`src/rtl/rotshift_seq_if.sv`:
```
// Request/response bundle for rotshift_seq: operands and start from the requester,
// working result and status flags back from the shifter.
interface rotshift_seq_if #(
    parameter int WIDTH = 32
) ();
    localparam int AW = $clog2(WIDTH);

    logic             start;
    logic [2:0]       op;
    logic [WIDTH-1:0] din;
    logic [AW-1:0]    amt;
    logic [WIDTH-1:0] result;
    logic             busy;
    logic             done;
    logic             cout;
    logic             err;

    modport master (
        output start, op, din, amt,
        input  result, busy, done, cout, err
    );

    modport slave (
        input  start, op, din, amt,
        output result, busy, done, cout, err
    );
endinterface

```
`src/rtl/rotshift_seq.sv`:
```
// Multi-cycle shifter/rotator: moves the captured operand up to STEP positions per
// clock until the requested amount is consumed, then pulses done for one cycle.
//
// state | meaning
// IDLE  | waiting for start; result/cout/err hold the last outcome
// SHIFT | moving result by min(STEP, remaining) each edge; start ignored
// DONE  | one-cycle completion; start here captures back-to-back
module rotshift_seq #(
    parameter int WIDTH = 32,
    parameter int STEP  = 1
) (
    input  logic          clk,
    input  logic          clr,
    rotshift_seq_if.slave bus
);
    localparam int AW = $clog2(WIDTH);

    localparam logic [2:0] OP_SHL  = 3'b000;
    localparam logic [2:0] OP_SHR  = 3'b001;
    localparam logic [2:0] OP_SHRA = 3'b010;
    localparam logic [2:0] OP_ROL  = 3'b011;
    localparam logic [2:0] OP_ROR  = 3'b100;

    typedef enum logic [1:0] {
        IDLE  = 2'd0,
        SHIFT = 2'd1,
        DONE  = 2'd2
    } state_t;

    state_t           state_q, state_d;
    logic [WIDTH-1:0] result_q, result_d;
    logic [AW-1:0]    rem_q, rem_d;
    logic [2:0]       op_q, op_d;
    logic             busy_q, busy_d;
    logic             done_q, done_d;
    logic             cout_q, cout_d;
    logic             err_q, err_d;

    logic [AW-1:0]      step_amt;
    logic [WIDTH:0]     shl_ext;
    logic [WIDTH:0]     shr_ext;
    logic [WIDTH:0]     sra_ext;
    logic [2*WIDTH-1:0] rol_dbl;
    logic [2*WIDTH-1:0] ror_dbl;
    logic               cap_legal;

    // STEP can exceed the remaining-count range, so compare in int before narrowing.
    always_comb begin
        if (int'(rem_q) > STEP) begin
            step_amt = AW'(STEP);
        end else begin
            step_amt = rem_q;
        end
    end

    // The extra bit on each shifted operand catches the last bit pushed out; the
    // doubled operand turns a rotate into a plain shift of one half.
    always_comb begin
        shl_ext = {1'b0, result_q} << step_amt;
        shr_ext = {result_q, 1'b0} >> step_amt;
        sra_ext = $unsigned($signed({result_q, 1'b0}) >>> step_amt);
        rol_dbl = {result_q, result_q} << step_amt;
        ror_dbl = {result_q, result_q} >> step_amt;
    end

    assign cap_legal = (bus.op <= OP_ROR);

    always_comb begin
        state_d  = state_q;
        result_d = result_q;
        rem_d    = rem_q;
        op_d     = op_q;
        cout_d   = cout_q;
        err_d    = err_q;

        case (state_q)
            IDLE, DONE: begin
                if (bus.start) begin
                    result_d = bus.din;
                    rem_d    = bus.amt;
                    op_d     = bus.op;
                    cout_d   = 1'b0;
                    err_d    = !cap_legal;
                    if (cap_legal && (bus.amt != '0)) begin
                        state_d = SHIFT;
                    end else begin
                        state_d = DONE;
                    end
                end else begin
                    state_d = IDLE;
                end
            end
            SHIFT: begin
                rem_d = rem_q - step_amt;
                case (op_q)
                    OP_SHL: begin
                        result_d = shl_ext[WIDTH-1:0];
                        cout_d   = shl_ext[WIDTH];
                    end
                    OP_SHR: begin
                        result_d = shr_ext[WIDTH:1];
                        cout_d   = shr_ext[0];
                    end
                    OP_SHRA: begin
                        result_d = sra_ext[WIDTH:1];
                        cout_d   = sra_ext[0];
                    end
                    OP_ROL: begin
                        result_d = rol_dbl[2*WIDTH-1:WIDTH];
                        cout_d   = shl_ext[WIDTH];
                    end
                    OP_ROR: begin
                        result_d = ror_dbl[WIDTH-1:0];
                        cout_d   = shr_ext[0];
                    end
                    default: begin
                        result_d = result_q;
                        cout_d   = 1'b0;
                    end
                endcase
                if (rem_d == '0) begin
                    state_d = DONE;
                end
            end
            default: begin
                state_d = IDLE;
            end
        endcase

        busy_d = (state_d == SHIFT);
        done_d = (state_d == DONE);
    end

    always_ff @(posedge clk or posedge clr) begin
        if (clr) begin
            state_q  <= IDLE;
            result_q <= '0;
            rem_q    <= '0;
            op_q     <= 3'b000;
            busy_q   <= 1'b0;
            done_q   <= 1'b0;
            cout_q   <= 1'b0;
            err_q    <= 1'b0;
        end else begin
            state_q  <= state_d;
            result_q <= result_d;
            rem_q    <= rem_d;
            op_q     <= op_d;
            busy_q   <= busy_d;
            done_q   <= done_d;
            cout_q   <= cout_d;
            err_q    <= err_d;
        end
    end

    assign bus.result = result_q;
    assign bus.busy   = busy_q;
    assign bus.done   = done_q;
    assign bus.cout   = cout_q;
    assign bus.err    = err_q;
endmodule

```
`src/flat_wrapper.sv`:
```
// flat-port wrapper written by rule: the top's interface ports become plain ports
module rotshift_seq_flat 
#(
    parameter int WIDTH = 32,
    parameter int STEP  = 1
)
  (clk, clr, bus_start, bus_op, bus_din, bus_amt, bus_result, bus_busy, bus_done, bus_cout, bus_err);
  rotshift_seq_if #(.WIDTH(WIDTH)) bus_i ();
  input  logic clk;
  input  logic clr;
  input wire logic [$bits(bus_i.start)-1:0] bus_start;
  input wire logic [$bits(bus_i.op)-1:0] bus_op;
  input wire logic [$bits(bus_i.din)-1:0] bus_din;
  input wire logic [$bits(bus_i.amt)-1:0] bus_amt;
  output wire logic [$bits(bus_i.result)-1:0] bus_result;
  output wire logic [$bits(bus_i.busy)-1:0] bus_busy;
  output wire logic [$bits(bus_i.done)-1:0] bus_done;
  output wire logic [$bits(bus_i.cout)-1:0] bus_cout;
  output wire logic [$bits(bus_i.err)-1:0] bus_err;
  assign bus_i.start = bus_start;
  assign bus_i.op = bus_op;
  assign bus_i.din = bus_din;
  assign bus_i.amt = bus_amt;
  assign bus_result = bus_i.result;
  assign bus_busy = bus_i.busy;
  assign bus_done = bus_i.done;
  assign bus_cout = bus_i.cout;
  assign bus_err = bus_i.err;
  rotshift_seq #(.WIDTH(WIDTH), .STEP(STEP)) u_core (.clk(clk), .clr(clr), .bus(bus_i));
endmodule
```
`config.mk`:
```
export PLATFORM = sky130hd
export DESIGN_NAME = rotshift_seq_flat
export DESIGN_NICKNAME = d
export VERILOG_FILES = /design/src/rtl/rotshift_seq_if.sv /design/src/rtl/rotshift_seq.sv /design/src/flat_wrapper.sv
export SDC_FILE = /design/constraint.sdc
export NUM_CORES = 1
export LEC_CHECK = 0
export ABC_AREA = 1
export CORE_MARGIN = 2
export CORE_UTILIZATION = 50
export CTS_CLUSTER_DIAMETER = 80
export DETAILED_ROUTE_END_ITERATION = 10
export GPL_TIMING_DRIVEN = 0
export PLACE_DENSITY = 0.81
export REMOVE_ABC_BUFFERS = 1
export SKIP_LAST_GASP = 1
export SLEW_MARGIN = 0
export SYNTH_ARGS = -nofsm -noshare
export SYNTH_HDL_FRONTEND = slang
export SYNTH_SLANG_ARGS = --single-unit
```
`constraint.sdc`:
```
create_clock -name clk -period 2.1 [get_ports clk]
set_input_delay 0.42 -clock clk [delete_from_list [all_inputs] [get_ports clk]]
set_output_delay 0.42 -clock clk [all_outputs]
set_load 0.1 [all_outputs]
```
Yosys cells after proc, flatten, opt, wreduce, memory -nomap -nowiden:

Cells that the tools add are included.

* word-level logic and storage cells: 52
* bits in registers: 46
* output and inout port bits: 36

* order comparisons: 2
* reductions and logical operators: 13
* mux-type cells: 13
* $add $sub $neg: 1
* equality and inequality tests: 10
* shift-type cells: 5

Operators with widths (count)
* 32-bit one-hot mux with 5 select lines: 1
* 32-bit one-hot mux with 2 select lines: 1
* 64-bit by 5-bit << shifter with 64-bit output: 1
* 64-bit by 5-bit right shift with 32-bit output: 1
* 32-bit by 5-bit << shifter with 33-bit output: 1
* 33-bit by 5-bit right shift with 33-bit output: 1
* 33-bit by 5-bit >>> shifter with 33-bit output: 1
* 32-bit two-way mux: 1
* 5-bit two-way mux: 2
* 5-bit one-hot mux with 2 select lines: 1
* 3-bit by 2-bit == test with 1-bit output (second input constant): 2
* 2-bit two-way mux: 3
* 6-bit != test (second input constant): 1
* 2-bit OR reduction: 3
* 5-bit by 1-bit greater-than comparator with 1-bit output (second input constant): 1
* 5-bit logical NOT: 1
* 5-bit nonzero test: 1
* 5-bit subtractor: 1
* 2-bit by 1-bit == test with 1-bit output (second input constant): 2
* 2-bit == test (second input constant): 2
* 2-bit one-hot mux with 2 select lines: 1
* 2-bit AND reduction: 2
* 3-bit by 1-bit == test with 1-bit output (second input constant): 1
* 3-bit == test (second input constant): 1
* other kinds (11): 11

Depth between registers and ports, before layout:

* word-level depth: 7
* depth in mapped cells: 11

Worst setup path after synthesis:

OpenSTA, ideal clock, no wires.

* path kind: reg-to-reg
* start point: reg u_core.result_q[3], in the netlist u_core.bus.result[3]
* end point: reg u_core.result_q[2], in the netlist u_core.bus.result[2]
* path buffers: 0
* stages on the path, launching flop included: 7
* slack: 548 ps
* clock period less this slack: 1552 ps
* data arrival time: 1465 ps
* path through: dfrtp_1 inv_1 nand2_1 nand2_1 nand2_1 nand2_1 a22oi_1

* longest elaborated chain between the ends: 3
* elaborated cells on any way between the ends: 7

RTL lines
* start: declaration: RTL line rotshift_seq.sv:31 `logic [WIDTH-1:0] result_q, result_d;`
* start signal: assignment: RTL line rotshift_seq.sv:146 `result_q <= result_d;`
* 64-bit by 5-bit right shift with 32-bit output, or another cell as far along: RTL line rotshift_seq.sv:63 `ror_dbl = {result_q, result_q} >> step_amt;`
* 32-bit one-hot mux with 5 select lines *: RTL line rotshift_seq.sv:95 `case (op_q)`
* 32-bit one-hot mux with 2 select lines *: RTL line rotshift_seq.sv:76 `case (state_q)`

Mark *: on every way between the ends. The rest lies on a longest branch, timed or not.
A chain may end at the register's enable or synchronous reset.

Worst setup path after layout:

* start point: in bus_start
* end point: reg u_core.result_q[12], in the netlist u_core.bus.result[12]

* longest elaborated chain between the ends: 2

RTL lines
* start: declaration: RTL line flat_wrapper.sv:11 `input wire logic [$bits(bus_i.start)-1:0] bus_start;`
* 2-bit != test (no line)
* 3-bit AND reduction (no line)

Every way passes these cells.

==> impl_results.md <==
- Antenna Nets Post-Route: 0
- Global placement routability congestion: roughly 0.77
- Layout fillers: between 500 and 600
- Overflow after GRT: 0
- Simple-gate area share of the yosys netlist: ~28%
- Synth Area in Compound Gates: a little over a fifth
- Area grow syn2layout: 26.6%
- Place WS: -0.936 ns
- CP required: approximately 2.3 ns
- Main combinational cell family by area after synthesis: simple AND/OR/NAND/NOR gates
- Netlist Area Pre-Place: slightly above 3000 µm²
- Synth Area in XOR/XNOR: less than 1%
- RSZ-0062 raised after global routing: true
- Row cnt: 28
- CP top delay family: compound AO/OA/AOI/OAI gates
- Worst path bufs/invs: 2
- CTS Buf Count: 5
- ANT cells: 0
- CP Class: in2reg
- Clock skew: around 0.0074 ns
- Initial antenna violation count: 0
- YS warnings: 0
- Drt pass-1 iters: 5
- Hold Vio Cnt, Final: 0
- Synth cell types: 26
- Avg Inst Size Synth: around 6.7 µm²
- Max incr delay on CP: about 0.79 ns
- Worst-margin pin slew: a little under 1 ns
- WL/cell: around 14 µm
- Most common cell after layout, fill and taps aside: nand2_1
- Die footprint: 6880 µm²
- Core area: a little under 6000 µm²
- Worst R2R Setup Slack: roughly 0.090 ns
- Failing checks: negative setup slack
- CP Cell Sequence: clkdlybuf4s50_1 -> nand2_2 -> inv_1 -> a21oi_2 -> a21oi_1 -> a22oi_1
- Crit path depth: 6
- Maxcap violations: 0
- Clock Latency Late Sink: roughly 0.3 ns
- Root Buffer: clkbuf_8
- Clk buf depth: 2
- Worst rel slew slack: about 34%
- Post-Synth Adder-Cell Area: less than 1%
- Vias per cell: around 5.4
- Initial Util: around 52%
- Hold WS: approximately 0.37 ns
- HPWL after DPL: around 5200 µm
- Mapped Cells: 463
- CTS Hold Bufs: 0
- Input/output buffers: 78
- First-pass GRT wire length: roughly 14000 µm
- GRT Total Usage: about a quarter
- Via count: about 3.3k
- Max Slew Vio Count: 0
- Status: finished, violations left
- Fmax: 464 MHz
- Critical Path AT: between 2 and 2.5 ns
- Setup TNS: -0.208 ns
- Vias in the first global route: around 3.0k
- Iteration-0 DRC Markers: 440
- TritonCTS Sinks: 46
- Post-Route WL: 8500 µm
- Io pins: between 70 and 80
- Layout cells sized above 1: under 10%
- Worst setup margin: -0.0552 ns
- Clk slew on worst S/H paths: 0.09 ns
- #FFs+latches synth: 46
- Seq/Total Area, Yosys: 37.0%
- CP Launch Type: input port
- Max FO, Critical Path: 14
- Most frequent cells in the layout: nand2_1, a21oi_1, inv_1
- Die height: 82.9 µm
- Hold Crit Class: in2async
- Reg2reg path depth: 8
- Critical-path top delay cell: a21oi_2
- Post-synthesis mux area share: 0%
- CTS tree: yes
- Post-layout min period: 2.16 ns
- Net count, final: around 570
- Critical Path End Type: flip-flop
- Tcrit/Tclk final: 103%
- Final setup violation count: 10
- H-Tree Depth: 2
- Drt drc: 0
- Die X: 82.9 µm
- Largest net degree at the start of global routing: 63
state kept, by name (all words and copies together) (netlist names):
register / flops
u_core.bus.err: 1
u_core.bus.cout: 1
u_core.bus.result: 32
u_core.bus.busy: 1
u_core.op_q: 3
u_core.state_q: 2
u_core.rem_q: 5
u_core.bus.done: 1
synth_stat cells:
cell,number,area share [%]
nand2_1,167,20
a21oi_1,72,12
inv_1,55,6.6
dfrtp_1,46,37
nor2_1,21,2.5
o21ai_1,15,2.4
a22oi_1,14,3.4
nand3_1,12,1.9
buf_2,11,1.8
clkbuf_1,8,0.96
o21ai_0,7,1.1
buf_6,6,2.2
o221ai_1,5,1.4
a22oi_2,3,1.2
inv_2,3,0.36
nand4_1,3,0.60
xor2_1,3,0.84
buf_4,2,0.48
nand3_2,2,0.64
nor2_4,2,0.72
a21oi_4,1,0.52
ha_1,1,0.40
nand2_2,1,0.20
nand3_4,1,0.56
o21ai_2,1,0.28
or2_2,1,0.20
layer usage:
layer | track usage, % | vias to the layer above | part of all wire [%]
met5 | 0 | - | 0
met4 | 6.41 | 0 | 1.0
met3 | 5.17 | 9 | 6.8
met2 | 40.4 | 140 | 48
met1 | 31.6 | 1512 | 44
li1 | - | 1621 | -
worst register-to-register path: cells and delay by family, from the launching register on:
kind                   cells  cell delay (ns)
and+or+nand+nor            7             1.05
DFF                        1             0.38
buffers and inverters      1             0.48
through the flow:
step | cell area (µm²) | utilization (%) | std cells
after floorplan | 2950 | - | 436
after global placement | 3820 | 64.2 | 589
after detailed placement | 3840 | 64.5 | 590
after CTS | 3920 | 65.8 | 600
after global routing | 3940 | 66.2 | 603
final | 3940 | 66.2 | 603
layout make-up:
cell class / count / area [µm²] / share of cell area, %
repair buffers: 81 / 771 / 19.5
flip-flops and latches: 46 / 1150 / 29.2
clock buffers: 7 / 76.3 / 1.94
repair inverters: 1 / 7.51 / 0.190
inverters: 58 / 224 / 5.68
well taps: 75 / 93.8 / 2.38
multi-input cells: 335 / 1620 / 41.1
final timing paths:
check / from / end
max in group asynchronous: clr / u_core.bus.result[31]
min: clr / u_core.bus.result[10]
min reg2reg: u_core.bus.err / u_core.bus.err
min in group clk: u_core.bus.err / u_core.bus.err
max: bus_start / u_core.bus.result[12]
max reg2reg: u_core.rem_q[4] / u_core.bus.result[30]
cell families (layout without fill, tap and decap cells):
group / Yosys count / in the layout
flip-flops: 46 / 46
buffers and inverters: 85 / 147
AO/OA/AOI/OAI: 118 / 121
XOR/XNOR: 3 / 3
adder cells (fa/ha/maj): 1 / 1
AND/OR/NAND/NOR: 210 / 210
timing repair:
action / CTS / global route
gates resized for setup: 40 / 2
endpoints found under the setup margin: 68 / 36
gates cloned: 3 / 1
setup buffers: 0 / 2
Power is not shown: default switching activity piles up to over one toggle a cycle in this logic, so the estimate is an artifact.
